`config.mk`:
```
export PLATFORM = sky130hd
export DESIGN_NAME = arbitro_qos
export DESIGN_NICKNAME = d
export VERILOG_FILES = /design/src/rtl/arbitro_qos_pkg.sv /design/src/rtl/arbitro_qos_buscador_rr.sv /design/src/rtl/arbitro_qos.sv
export SDC_FILE = /design/constraint.sdc
export NUM_CORES = 1
export LEC_CHECK = 0
export ABC_CLOCK_PERIOD_IN_PS = 5700
export BUFFER_PORTS_ARGS = -buffer_cell sky130_fd_sc_hd__clkbuf_2
export CAP_MARGIN = 20
export CORE_UTILIZATION = 45
export CTS_CLUSTER_SIZE = 25
export DETAILED_ROUTE_END_ITERATION = 10
export GPL_TIMING_DRIVEN = 0
export PLACE_DENSITY = 0.79
export SYNTH_ARGS = -nofsm -noshare
export SYNTH_HDL_FRONTEND = slang
export SYNTH_SLANG_ARGS = --single-unit
```
`constraint.sdc`:
```
create_clock -name clk -period 5.7 [get_ports clk]
set_input_delay 0.285 -clock clk [delete_from_list [all_inputs] [get_ports clk]]
set_output_delay 0.285 -clock clk [all_outputs]
set_load 0.03 [all_outputs]
```
`src/rtl/arbitro_qos_pkg.sv`:
```
// rtl/arbitro_qos_pkg.sv - shared mode encodings for the QoS arbiter
// Purpose: mode enumeration used by the arbiter and its bench, plus the
//          decoder that maps the raw 2-bit request onto a mode.
// Contents: modo_e (REGULAR, PESADO, ARBITRADO), decode_modo().
package arbitro_qos_pkg;

  typedef enum logic [1:0] {
    REGULAR   = 2'b00,
    PESADO    = 2'b01,
    ARBITRADO = 2'b10
  } modo_e;

  // 2'b11 has no mode of its own and falls back to round robin.
  function automatic modo_e decode_modo(input logic [1:0] m);
    case (m)
      2'b01:   return PESADO;
      2'b10:   return ARBITRADO;
      default: return REGULAR;
    endcase
  endfunction

endpackage

```
`src/rtl/arbitro_qos_buscador_rr.sv`:
```
// rtl/arbitro_qos_buscador_rr.sv - circular next-non-empty queue search
// Purpose: find the first non-empty queue scanning pointer+1, pointer+2, ...
//          wrapping round to pointer itself last.
// Ports: pointer   - scan origin (excluded until the final wrap position)
//        buf_empty - per-queue empty flags
//        index     - first non-empty queue found (pointer when none)
//        found     - at least one queue is non-empty
module buscador_rr #(
  parameter int N = 4
) (
  input  logic [$clog2(N)-1:0] pointer,
  input  logic [N-1:0]         buf_empty,
  output logic [$clog2(N)-1:0] index,
  output logic                 found
);

  localparam int S = $clog2(N);

  // Walk from the farthest candidate back to the nearest so the nearest
  // non-empty queue is the last assignment and therefore wins. N is a power
  // of two, so the S-bit add wraps modulo N and offset N lands on pointer.
  always_comb begin
    index = pointer;
    found = 1'b0;
    for (int k = N; k >= 1; k--) begin
      if (!buf_empty[pointer + S'(k)]) begin
        index = pointer + S'(k);
        found = 1'b1;
      end
    end
  end

endmodule

```
`src/rtl/arbitro_qos.sv`:
```
// rtl/arbitro_qos.sv - QoS queue arbiter with regular, weighted and table modes
// Purpose: grants one queue per cycle with a registered one-cycle latency.
// Ports: clk, rst (async, active-high), enb (0 freezes state, no grant)
//        modo           - requested mode, applied at burst boundaries
//        buf_empty      - per-queue empty flags
//        pesos          - per-queue burst weight, queue k at [k*W +: W]
//        pesosArbitraje - per-entry burst weight, entry i at [i*W +: W]
//        selecciones    - per-entry queue id, entry i at [i*S +: S]
//        selector       - granted queue
//        selector_enb   - grant valid
//        modo_activo    - mode applied to the current output
module arbitro_qos
  import arbitro_qos_pkg::*;
#(
  parameter int QUEUE_QUANTITY = 4,
  parameter int MAX_WEIGHT     = 64,
  parameter int TABLE_SIZE     = 8
) (
  input  logic                                         clk,
  input  logic                                         rst,
  input  logic                                         enb,
  input  logic [1:0]                                   modo,
  input  logic [QUEUE_QUANTITY-1:0]                    buf_empty,
  input  logic [QUEUE_QUANTITY*$clog2(MAX_WEIGHT)-1:0] pesos,
  input  logic [TABLE_SIZE*$clog2(MAX_WEIGHT)-1:0]     pesosArbitraje,
  input  logic [TABLE_SIZE*$clog2(QUEUE_QUANTITY)-1:0] selecciones,
  output logic [$clog2(QUEUE_QUANTITY)-1:0]            selector,
  output logic                                         selector_enb,
  output logic [1:0]                                   modo_activo
);

  localparam int N  = QUEUE_QUANTITY;
  localparam int W  = $clog2(MAX_WEIGHT);
  localparam int T  = TABLE_SIZE;
  localparam int S  = $clog2(N);
  localparam int TW = $clog2(T);

  modo_e          modo_q, modo_n, eff;
  logic [S-1:0]   ptr_q, ptr_n, cur_q, cur_n, sel_q, sel_n;
  logic [W-1:0]   credit_q, credit_n, credit_eff;
  logic [TW-1:0]  tidx_q, tidx_n, tidx_p1;
  logic           grant_n, boundary, hit_found;
  logic [W-1:0]   w_cur, w_ent, w_nxt;
  logic [S-1:0]   q_ent, q_nxt, search_from, hit;

  // A zero weight still allows one grant per burst.
  function automatic logic [W-1:0] wsat(input logic [W-1:0] w);
    return (w == '0) ? W'(1) : w;
  endfunction

  function automatic logic [TW-1:0] tinc(input logic [TW-1:0] i);
    return (i == TW'(T - 1)) ? '0 : i + TW'(1);
  endfunction

  buscador_rr #(.N(N)) u_buscador (
    .pointer   (search_from),
    .buf_empty (buf_empty),
    .index     (hit),
    .found     (hit_found)
  );

  always_comb begin
    tidx_p1 = tinc(tidx_q);
    w_cur   = wsat(pesos[int'(cur_q)*W +: W]);
    w_ent   = wsat(pesosArbitraje[int'(tidx_q)*W +: W]);
    w_nxt   = wsat(pesosArbitraje[int'(tidx_p1)*W +: W]);
    q_ent   = selecciones[int'(tidx_q)*S +: S];
    q_nxt   = selecciones[int'(tidx_p1)*S +: S];

    // Zero credit means no burst in progress, which is always a boundary.
    case (modo_q)
      PESADO:    boundary = (credit_q == '0) || buf_empty[cur_q] || (credit_q >= w_cur);
      ARBITRADO: boundary = (credit_q == '0) || buf_empty[q_ent] || (credit_q >= w_ent);
      default:   boundary = 1'b1;
    endcase

    eff         = boundary ? decode_modo(modo) : modo_q;
    credit_eff  = (eff != modo_q) ? '0 : credit_q;
    // Regular scans from the shared pointer, weighted from its burst queue.
    search_from = (eff == REGULAR) ? ptr_q : cur_q;

    modo_n   = eff;
    ptr_n    = ptr_q;
    cur_n    = cur_q;
    sel_n    = sel_q;
    grant_n  = 1'b0;
    credit_n = credit_eff;
    tidx_n   = tidx_q;

    if (!hit_found) begin
      credit_n = '0;
    end else begin
      case (eff)
        PESADO: begin
          grant_n = 1'b1;
          if (!buf_empty[cur_q] && (credit_eff < w_cur)) begin
            sel_n    = cur_q;
            ptr_n    = cur_q;
            credit_n = credit_eff + W'(1);
          end else begin
            sel_n    = hit;
            ptr_n    = hit;
            cur_n    = hit;
            credit_n = W'(1);
          end
        end
        ARBITRADO: begin
          if (buf_empty[q_ent]) begin
            tidx_n   = tidx_p1;
            credit_n = '0;
          end else if (credit_eff < w_ent) begin
            grant_n  = 1'b1;
            sel_n    = q_ent;
            credit_n = credit_eff + W'(1);
          end else if (!buf_empty[q_nxt]) begin
            // Exhausted entry hands over to the next one without a bubble.
            grant_n  = 1'b1;
            sel_n    = q_nxt;
            tidx_n   = tidx_p1;
            credit_n = (w_nxt != '0) ? W'(1) : '0;
          end else begin
            // Next entry is empty: skip past it in this same cycle.
            tidx_n   = tinc(tidx_p1);
            credit_n = '0;
          end
        end
        default: begin
          grant_n  = 1'b1;
          sel_n    = hit;
          ptr_n    = hit;
          cur_n    = hit;
          credit_n = '0;
        end
      endcase
    end
  end

  always_ff @(posedge clk or posedge rst) begin
    if (rst) begin
      modo_q       <= REGULAR;
      ptr_q        <= S'(N - 1);
      cur_q        <= '0;
      credit_q     <= '0;
      tidx_q       <= '0;
      sel_q        <= '0;
      selector_enb <= 1'b0;
    end else if (enb) begin
      modo_q       <= modo_n;
      ptr_q        <= ptr_n;
      cur_q        <= cur_n;
      credit_q     <= credit_n;
      tidx_q       <= tidx_n;
      sel_q        <= sel_n;
      selector_enb <= grant_n;
    end else begin
      selector_enb <= 1'b0;
    end
  end

  assign selector    = sel_q;
  assign modo_activo = modo_q;

endmodule
```
# Word level (Yosys, flattened, before mapping)
# Cells that the tools add are included.
[op_classes]
add_sub_neg = 6
multipliers = 3
order_cmp = 11
eq_ne = 12
shift = 5
mux = 53
bitwise_logic = 1
reduce_logical = 15
[ops]
columns = ["op", "n"]
rows = [
  ["$shiftx A48 B7 Y6", 2],
  ["$mux W6", 8],
  ["$shiftx A16 B5 Y2", 2],
  ["$logic_not A6 Y1", 4],
  ["$shiftx A24 B6 Y6", 1],
  ["$lt A2 B3 Y1 const B", 7],
  ["$mux W1", 19],
  ["$mux W2", 9],
  ["$mux W3", 5],
  ["$bmux W1 S2", 7],
  ["$ge A6 B6 Y1", 2],
  ["$lt A6 B6 Y1", 2],
  ["$pmux W2 S2", 3],
  ["$pmux W6 S2", 1],
  ["$mul A3 B2 Y5 const B", 2],
  ["$reduce_and A4 Y1", 2],
  ["$add A3 B1 Y3 const B", 2],
  ["$add A6 B1 Y6 const B", 1],
  ["$eq A2 B1 Y1 const B", 3],
  ["$eq A2 B2 Y1 const B", 3],
  ["$eq A3 B3 Y1 const B", 2],
  ["$reduce_bool A6 Y1", 1],
  ["$add A2 B2 Y2 const B", 2],
  ["$logic_or A1 B1 Y1", 4],
  ["other kinds (11)", 12],
]
[totals]
ff_bits = 18
in_bits = 97
word_cells = 113

# Logic depth before layout (Yosys ltp)
# Gate-level depths: netlist (run 1).
[logic_depth]
word_depth = 18
ltp_mapped = 24

# Hierarchy
# A second synthesis (run 1) with hierarchy kept.
[unflattened]
hier_cells = 305
hier_area_um2 = 2989.1
[by_module_without_submodules]
columns = ["mod", "instances", "cells_each", "area_per_inst_um2", "seq_area_each_um2"]
rows = [
  ["arbitro_qos", 1, 291, 2911.5, 452.9],
  ["buscador_rr", 1, 14, 77.6, 0.0],
]

# Least setup slack after synthesis (run 1)
# No wires, ideal clock.
[synth_path]
path_kind = "flip-flop to flip-flop"
startpoint = "register tidx_q[1]"
endpoint = "register credit_q[5]"
setup_time_ns = 0.077
arrival_ns = 5.281
t_required_ns = 5.623
path_slack_ns = 0.342
path_stages_with_launch = 24
period_less_slack_ns = 5.358
path_cell_list = "dfrtp_1 -> buf_6 -> mux4_1 -> mux2i_1 -> o2111ai_1 -> o31ai_2 -> ha_1 -> nand2b_1 -> nand3_1 -> a21oi_1 -> o32a_4 -> o21bai_4 -> and2_1 -> ha_1 -> a21o_1 -> a21o_1 -> a211o_1 -> a21oi_1 -> o311ai_4 -> and2_4 -> or2_2 -> buf_6 -> a221o_1 -> o21ai_1"
[synth_between]
elab_chain_cells = 17
elab_cells_between_ends = 42
cone_classes = "4 x add/sub; 1 x mul; 3 x order compare; 3 x eq/ne; 2 x shift; 24 x mux; 5 x reduce/logical"
[synth_rtl]
columns = ["item", "line", "rtl"]
rows = [
  ["start, declared", "arbitro_qos.sv:41", "logic [TW-1:0] tidx_q, tidx_n, tidx_p1;"],
  ["start signal, assigned", "arbitro_qos.sv:152", "tidx_q <= tidx_n;"],
  ["parallel branches: the longest is 16 deep, another holds $ge A6 B6 Y1", "n/a", ""],
  ["$mux W6 (*)", "arbitro_qos.sv:90", "if (!hit_found) begin"],
  ["end signal, assigned", "arbitro_qos.sv:151", "credit_q <= credit_n;"],
  ["end, declared", "arbitro_qos.sv:40", "logic [W-1:0] credit_q, credit_n, credit_eff;"],
]
# Every way passes the cells marked *. The select of a mux whose other input is x is not followed.
# A chain may end at the register's enable or synchronous reset.

# Final worst setup path (run 1)
# Same ends and word-level chain as after synthesis.

==> results of run 1 <==
cells in the mapped netlist, types with 3 or more instances:
master,number,area share (%)
o21ai_0,7,1.2
nor3_1,3,0.52
xnor2_1,3,0.91
dfrtp_1,16,14
mux4_1,9,8.1
inv_1,21,2.7
ha_1,31,13
and2_1,5,1.1
nor2b_1,4,0.86
a21oi_1,18,3.1
mux2_1,8,3.1
a31oi_1,5,1.1
nand3_1,10,1.7
o21ai_1,4,0.69
buf_2,3,0.52
clkbuf_1,3,0.39
a21o_1,4,1.0
mux2_2,3,1.2
nand2_1,13,1.7
mux4_2,19,15
mux2i_1,17,5.9
a221o_1,3,1.0
or3_1,4,0.86
a2bb2oi_1,3,0.91
nor2_1,24,3.1
nand2b_1,3,0.65
metrics by stage:
stage | cell area [sq um] | util (%) | power (uW) | worst slack, ns
finish | 3650 | 60.2 | 1720 | 0.284
global route | 3650 | 60.2 | 1870 | -0.00452
CTS | 3570 | 58.9 | 1660 | 0.0104
detailed placement | 3500 | 57.7 | 1520 | -0.291
global placement | 3500 | 57.7 | 1470 | -0.146
floorplan | 2900 | - | 1250 | 0.342
routing by layer:
metal,wire (um),track usage (%)
met5,0,0
met4,136,7.02
met3,390,3.85
met2,4020,43.6
met1,3070,28.7
cell families (layout without fill, tap and decap cells):
kind of cell	count (synthesis)	count (layout)	synth area share (%)
simple gates	77	77	13.3
compound gates	67	67	18.4
mux	57	57	33.5
fa+ha+maj	31	31	13.4
buf+inv	31	139	4.65
flops	18	18	15.6
xor+xnor	4	4	1.21
registers in the layout, indices dropped and copies added, names as in the netlist:
signal / cells
credit_q: 6
tidx_q: 3
cur_q: 2
modo_activo: 2
ptr_q: 2
selector: 2
selector_enb: 1
area by class of cell:
cell class / instances / area (sq um) / share of cell area, %
Multi-Input combinational cell: 236 / 2360 / 64.8
Timing Repair Buffer: 106 / 546 / 15.0
Sequential cell: 18 / 455 / 12.5
Tap cell: 75 / 93.8 / 2.57
Inverter: 22 / 82.6 / 2.26
Clock buffer: 4 / 55.1 / 1.51
Buffer: 7 / 51.3 / 1.41
report_power, final:
part	total [uW]	internal (uW)	leakage, uW	switching (uW)
combinational	1370	674	0.00151	696
sequential	242	177	0.000220	64.6
clock	113	61.6	0.0000288	51.7
repair_timing:
action	in CTS	in global routing
cloned	0	0
setup endpoints to repair	10	11
endpoints found under the hold margin	0	0
buffers inserted	2	4
gates resized for setup	4	13
pin swaps	3	2
cell usage in the layout, fill, tap and decap left out, types with 3 or more instances in the layout:
master | netlist | routed
a21o_1 | 4 | 4
a21oi_1 | 18 | 17
a221o_1 | 3 | 3
a2bb2oi_1 | 3 | 3
a31oi_1 | 5 | 4
and2_1 | 5 | 4
buf_4 | 0 | 6
clkbuf_2 | 0 | 100
clkbuf_8 | 0 | 4
dfrtp_1 | 16 | 14
ha_1 | 31 | 31
inv_1 | 21 | 21
mux2_1 | 8 | 8
mux2_2 | 3 | 3
mux2i_1 | 17 | 13
mux2i_2 | 0 | 3
mux4_1 | 9 | 9
mux4_2 | 19 | 19
nand2_1 | 13 | 13
nand2b_1 | 3 | 3
nand3_1 | 10 | 10
nor2_1 | 24 | 22
nor2b_1 | 4 | 4
nor3_1 | 3 | 3
o21ai_0 | 7 | 6
o21ai_1 | 4 | 5
or3_1 | 4 | 4
xnor2_1 | 3 | 3
worst paths after layout:
check	cells past startpoint	slack, ns	startpoint	to
setup / recovery	23	0.28	tidx_q[1]	credit_q[5]
hold / removal	2	0.11	rst	selector[0]
setup reg to reg	23	0.28	tidx_q[1]	credit_q[5]
hold reg to reg	2	0.52	ptr_q[1]	ptr_q[1]
max in group asynchronous	2	5.07	rst	tidx_q[1]
min in group clk	2	0.48	enb	credit_q[0]
==> impl_metrics.toml, run 1 <==
[cells_and_area]
nets = 522
fillCellCount = 513
antenna_cells = 0
area_growth_syn_to_layout_pct = 25.6
final_cells = 468
drive_gt1_share_pct = 41.7

[routing]
vias = 2852
drt_wl_total_um = 7620
drtAntennaViolNets = 0
drt_iter0_markers = 111
drc = 0
via_per_inst = 6.09
dr.pass1.iters = 6
wl_per_cell_um = 16.3

[setup_path]
path_cells = "buf_6 -> mux4_1 -> mux2i_4 -> o2111ai_1 -> o31ai_2 -> ha_1 -> nand2b_1 -> nand3_1 -> a21oi_1 -> o32a_4 -> o21bai_4 -> and2_4 -> ha_1 -> a21o_1 -> a21o_1 -> a211o_1 -> a21oi_2 -> o311ai_4 -> and2_4 -> or2_2 -> buf_6 -> a221o_1 -> o21ai_1"
crit_slowest_cell = "mux4_1"
cpPeakStageDelay_ns = 0.61
cp-end-kind = "flop"
startpoint_type = "flop"
cp.arrival_ns = 5.61
path_max_fanout = 10
crit_buf_inv = 2
crit_required_ns = 5.89
cp_top_family = "compound AO/OA/AOI/OAI gates"
critical_path_class = "flop to flop"

[clock_tree]
cts_max_level = 1
numCtsBuffers = 3
clkTransAtPathRegs_ns = 0.08
clkSinkCount = 18
insertion_delay_ns = 0.26
root_buffer = "clkbuf_8"
cts_tree = "built"
hold_buffers = 0
clockBufferDepth = 2

[grt]
grt_pass1_wl_um = 12400
grt_max_degree = 19
grt.overflow.total = 0
antenna_found_initial = 0
grt_use_total_pct = 23.9
grt_pass1_vias = 2770

[outcome]
status = "complete, no violations"

[hold_path]
worstHoldPathType = "primary input to asynchronous set/reset pin"

[timing]
worst_slew_pin_slew_ns = 0.744
fin_crit_ns = 5.42
maxSlewHeadroom_pct = 50.4
final.setup.tns_ns = 0
fmax_ghz = 0.185
drv_slew = 0
hold_violations = 0
hold_ws_ns = 0.114
final-setup-viol-count = 0
finalCritPeriodShare_pct = 95.0
skew_ns = 0.00238

[floorplan]
fp.dieW_um = 82.3
die_area_sq_um = 6780
num_io_pins = 102
rows = 28
core_sq_um = 6060
initial_core_util_pct = 47.9
die_y_um = 82.3

[yosys]
synth_nets = 413
yosys_register_bits = 18
syn_area_sq_um = 2900
synth_seq_area_share_pct = 15.6
synthArstFlopShare_pct = 100
ys_warn_count = 0
avgSynthCellArea_sq_um = 10.2
synth-edff-count = 0
ys.flop_type = "dfrtp_1"
synth_cell_types = 59
syn_inst = 285

[placement]
post-place-cells = 460
port_buffers = 100
place_hpwl_um = 6340
place_congestion = 0.823

[power_and_ir_drop]
p_leak_uw = 0.00176
peakVddDrop_uv = 336
power.density_nw_per_um2 = 473

[run]
drv_cap = 0
(Power assumes the default switching activity.)
==> run 2, diff against run 1 <==
- PLACE_DENSITY: 0.79 -> 0.76
==> run 2 against run 1 <==
  * Count of clock-buffer cells in the layout is the same
  * Clock power down 4%
  * Global-route usage decreased by 0.64 points
  * Core utilization shrank 0.14 points
  * Final cell count decreased by 0.21%
  * Sequential power rose by 2%
  * Cell area down 0.24%
  * Routed wire length decreased by 2.3%
  * Sequential cell count did not move
  * Critical path depth unchanged
  * Critical endpoint unchanged
  * Highest routed layer unchanged
==> impl_metrics.toml, run 2 (same netlist as run 1, synthesis figures left out) <==
[outcome]
status = "complete, no violations"

[timing]
hold_violations = 0
drv_slew = 0
final.setup.tns_ns = 0
fmax_ghz = 0.187
worst_slew_pin_slew_ns = 0.725
maxSlewHeadroom_pct = 51.6
setup_slack_ns = 0.349
fin_crit_ns = 5.35
rsz0062_at_grt = "no"
final-setup-viol-count = 0
skew_ns = 0.00250
finalCritPeriodShare_pct = 93.9

[power_and_ir_drop]
p_int_uw = 908
clock_power_share_pct = 6.4
seq_power_share_pct = 14.4
peakVddDrop_uv = 346
switching_power_uw = 802
swShare_pct = 46.9
p_comb_share_pct = 79.2
power.density_nw_per_um2 = 470
p_leak_uw = 0.00175

[cells_and_area]
top_regs = "credit_q x6, tidx_q x3"
antenna_cells = 0
regMostFlops = "credit_q"
largest_register_ffs = 6
final_common_cell = "clkbuf_2"
area_growth_syn_to_layout_pct = 25.3
regArea_sq_um = 455
drive_gt1_share_pct = 42.1
nets = 521
fillCellCount = 526
multi_input_area_sq_um = 2360
final_cell_mix = "clkbuf_2, ha_1, nor2_1, inv_1, mux4_2"

[placement]
place_congestion = 0.830
place_hpwl_um = 6150
place_ws_ns = -0.281
port_buffers = 100

[floorplan]
fp.dieW_um = 82.3
die_y_um = 82.3
initial_core_util_pct = 47.9
rows = 28
die_area_sq_um = 6780
num_io_pins = 102
core_sq_um = 6060

[routing]
drt_iter0_markers = 137
dr.pass1.iters = 4
vias = 2769
drt_wl_total_um = 7440
drtAntennaViolNets = 0
drc = 0
wl_per_cell_um = 15.9
via_per_inst = 5.93

[clock_tree]
hold_buffers = 0
clkTransAtPathRegs_ns = 0.08
cts_tree = "built"
insertion_delay_ns = 0.26
numCtsBuffers = 3
cts_max_level = 1
root_buffer = "clkbuf_8"
clockBufferDepth = 2
clkSinkCount = 18

[setup_path]
critical_path_class = "flop to flop"
cp-end-kind = "flop"
crit_required_ns = 5.89
cp.arrival_ns = 5.54
startpoint_type = "flop"
path_max_fanout = 10

[run]
drv_cap = 0

[grt]
grt.overflow.total = 0
grt_max_degree = 19
grt_pass1_vias = 2624
grt_pass1_wl_um = 12100
grt_use_total_pct = 23.3
antenna_found_initial = 0

[hold_path]
worstHoldPathType = "primary input to asynchronous set/reset pin"
==> run 2: cell count changes in the layout (fill, tap and decap cells not counted), moves of 2 or more <==
cell / before / now
mux4_1: 9 / 7
nor3_2: 1 / 3
nor3_1: 3 / 1
mux4_2: 19 / 21
nor2_2: 2 / 0
nor2_1: 22 / 24
==> run 2: stage by stage <==
stage | total power [uW] | area (sq um) | std cells | utilization (%) | hold slack [ns]
after floorplan | 1250 | 2900 | 285 | - | 0.222
after global placement | 1470 | 3500 | 460 | 57.7 | 0.421
after detailed placement | 1510 | 3500 | 460 | 57.7 | 0.418
after CTS | 1650 | 3570 | 465 | 58.9 | 0.134
after global routing | 1850 | 3640 | 467 | 60.0 | 0.192
final | 1710 | 3640 | 467 | 60.0 | 0.113
==> run 2: final cells by class <==
type,instances,share of cell area (%)
multi-input combinational,236,64.8
timing repair buffer,105,14.8
buffer,7,1.51
clock buffer,4,1.51
inverter,22,2.27
sequential,18,12.5
tap,75,2.58
==> run 2: what timing repair did <==
item | 4_1_cts | 5_1_grt
pin swaps | 2 | 2
setup buffers | 2 | 3
resized for setup | 3 | 19
setup endpoints to repair | 10 | 11
endpoints found under the hold margin | 0 | 0
==> run 2: critical path, cell delays in order, from the launching register on <==
cell,delay [ns]
dfrtp_2,0.44
buf_8,0.17
mux4_1,0.60
nor3_2,0.19
nor2_1,0.07
o31ai_2,0.30
ha_1,0.28
nand2b_1,0.13
nand3_1,0.08
a21oi_1,0.08
o32a_4,0.40
o21bai_4,0.17
and2_4,0.18
ha_1,0.24
a21o_1,0.16
a21o_1,0.18
a211o_1,0.30
a21oi_2,0.17
o311ai_4,0.14
and2_4,0.20
or2_2,0.30
buf_6,0.14
a221o_1,0.30
o21ai_1,0.07
==> run 2: worst paths after layout <==
| check | startpoint | end | slack, ns | cells after the start |
|---|---|---|---|---|
| setup reg to reg | tidx_q[1] | credit_q[5] | 0.35 | 23 |
| hold / removal | rst | selector_enb | 0.11 | 2 |
| setup / recovery | tidx_q[1] | credit_q[5] | 0.35 | 23 |
| hold reg to reg | ptr_q[1] | ptr_q[1] | 0.52 | 2 |
| max in group asynchronous | rst | tidx_q[1] | 5.08 | 2 |
| min in group clk | enb | credit_q[5] | 0.47 | 2 |
==> run 2: power groups by stage <==
stage / Clock (uW) / Combinational, uW / Sequential [uW]
finish: 109 / 1350 / 246
global route: 118 / 1470 / 256
CTS: 111 / 1300 / 233
detailed placement: 0 / 1290 / 218
global placement: 0 / 1260 / 217
floorplan: 0 / 1020 / 238
==> run 2: routing by layer <==
metal	wire, um	vias up	global-route usage [%]
li1	-	1338	-
met1	3080	1341	30.0
met2	3960	76	40.2
met3	311	14	3.74
met4	87	0	6.32
met5	0	-	0
==> run 3, diff against run 2 <==
- GPL_ROUTABILITY_DRIVEN: unset -> 0
- RECOVER_POWER: unset -> 50
==> run 3 against run 2 <==
  * Clock skew about the same
  * Worst setup slack better by 0.00083 ns
  * Count of clock-buffer cells in the layout unchanged
  * Hold slack about the same
  * Final cell count unchanged
  * Core utilization about the same
  * Global-route usage unchanged
  * Clock power about the same
  * Sequential power about the same
  * First-iteration DRC count unchanged
  * Die area unchanged
==> impl_metrics.toml, run 3 (same netlist as run 1, synthesis figures left out) <==
[clock_tree]
cts_max_level = 1
clkSinkCount = 18
numCtsBuffers = 3
clkTransAtPathRegs_ns = 0.08
root_buffer = "clkbuf_8"
clockBufferDepth = 2
insertion_delay_ns = 0.26
cts_tree = "built"

[setup_path]
cp-end-kind = "flop"
path_max_fanout = 10
r2r_end = "credit_q[5]"
reg2reg_from = "tidx_q[2]"
crit_required_ns = 5.89
critical_path_class = "flop to flop"
cp_top_family = "compound AO/OA/AOI/OAI gates"
crit_slowest_cell = "dfrtp_1"
startpoint_type = "flop"
cpPeakStageDelay_ns = 0.40
r2r_setup_slack_ns = 0.35
path_cells = "buf_2 -> clkbuf_4 -> mux4_1 -> nor3_2 -> nor2_1 -> o31ai_2 -> ha_1 -> nand2b_1 -> nand3_1 -> a21oi_1 -> o32a_4 -> o21bai_4 -> and2_4 -> ha_1 -> a21o_1 -> a21o_1 -> a211o_1 -> a21oi_2 -> o311ai_4 -> and2_4 -> or2_2 -> buf_6 -> a221o_1 -> o21ai_1"
cp_num_cells = 24
crit_buf_inv = 3
r2r_cells = 24
cp.arrival_ns = 5.54

[routing]
drc = 0
drtAntennaViolNets = 0
vias = 2763
drt_wl_total_um = 7430
wl_per_cell_um = 15.9
drt_iter0_markers = 137
dr.pass1.iters = 4
via_per_inst = 5.92

[timing]
maxSlewHeadroom_pct = 51.5
hold_violations = 0
drv_slew = 0
finalCritPeriodShare_pct = 93.9
skew_ns = 0.00278
rsz0062_at_grt = "no"
final-setup-viol-count = 0
worst_slew_pin_slew_ns = 0.726
fin_crit_ns = 5.35
fmax_ghz = 0.187

[floorplan]
initial_core_util_pct = 47.9
rows = 28
fp.dieW_um = 82.3
die_area_sq_um = 6780
die_y_um = 82.3
core_sq_um = 6060
num_io_pins = 102

[grt]
grt_pass1_wl_um = 12100
antenna_found_initial = 0
grt_use_total_pct = 23.3
grt_max_degree = 19
grt.overflow.total = 0
grt_pass1_vias = 2624

[cells_and_area]
drive_gt1_share_pct = 41.6
final_cell_mix = "clkbuf_2, ha_1, nor2_1, inv_1, mux4_2"
antenna_cells = 0
regMostFlops = "credit_q"
nets = 521
fin_util_pct = 60.0
top_regs = "credit_q x6, tidx_q x3"
final_common_cell = "clkbuf_2"
largest_register_ffs = 6
fillCellCount = 527
area_growth_syn_to_layout_pct = 25.2
design_area_sq_um = 3630
final_cells = 467

[placement]
place_hpwl_um = 6150
port_buffers = 100
post_dp_cell_area_sq_um = 3500
post-place-cells = 460

[power_and_ir_drop]
total_power_uw = 1710
power.density_nw_per_um2 = 470
peakVddDrop_uv = 344
p_leak_uw = 0.00174

[run]
drv_cap = 0

[outcome]
status = "complete, no violations"

[hold_path]
worstHoldPathType = "primary input to asynchronous set/reset pin"
[run 3: stage by stage]
step	TNS [ns]	hold WS (ns)	setup WS, ns
floorplan	0	0.222	0.342
global placement	-0.973	0.421	-0.193
detailed placement	-1.65	0.418	-0.281
CTS	0	0.134	0.0392
global route	0	0.192	0.0157
finish	0	0.114	0.350
[run 3: what timing repair did]
item                                    CTS  global route
hold buffers                              0             0
buffers inserted                          2             3
endpoints found under the setup margin   10            11
pin swaps                                 2             2
gates resized for setup                   3            19
[run 3: cell type report]
type | count | area, sq um | area share, %
multi-input combinational | 236 | 2360 | 64.9
clock buffer | 4 | 55.1 | 1.51
timing repair buffer | 105 | 536 | 14.7
tap | 75 | 93.8 | 2.58
inverter | 22 | 82.6 | 2.27
buffer | 7 | 55.1 | 1.51
sequential | 18 | 455 | 12.5
[run 3: worst max path at each step]
stage                   start     endpoint
finish              tidx_q[2]  credit_q[5]
global route        tidx_q[2]  credit_q[5]
CTS                 tidx_q[1]  credit_q[5]
detailed placement   cur_q[0]  credit_q[5]
global placement     cur_q[0]  credit_q[5]
floorplan           tidx_q[1]  credit_q[5]
[run 3: routing by layer]
| layer | global-route usage (%) | vias to the layer above | share of wire, % | routed length [um] |
|---|---|---|---|---|
| li1 | - | 1338 | - | - |
| met1 | 30.0 | 1340 | 42 | 3090 |
| met2 | 40.2 | 71 | 53 | 3940 |
| met3 | 3.74 | 14 | 4.1 | 307 |
| met4 | 6.32 | 0 | 1.2 | 87 |
| met5 | 0 | - | 0 | 0 |
[run 3: worst register-to-register path, delay by kind of cell, from the launching register on]
family	cells	cell delay, ns
buffers and inverters	3	0.66
flip-flops	1	0.40
multiplexers	1	0.33
adder cells (fa/ha/maj)	2	0.52
AO/OA/AOI/OAI	11	2.27
AND/OR/NAND/NOR	7	1.10
[run 3: report_power, final]
group / internal [uW] / switching [uW] / leakage, uW
Combinational: 668 / 685 / 0.00149
Sequential: 177 / 69.0 / 0.000220
Clock: 61.5 / 47.7 / 0.0000288
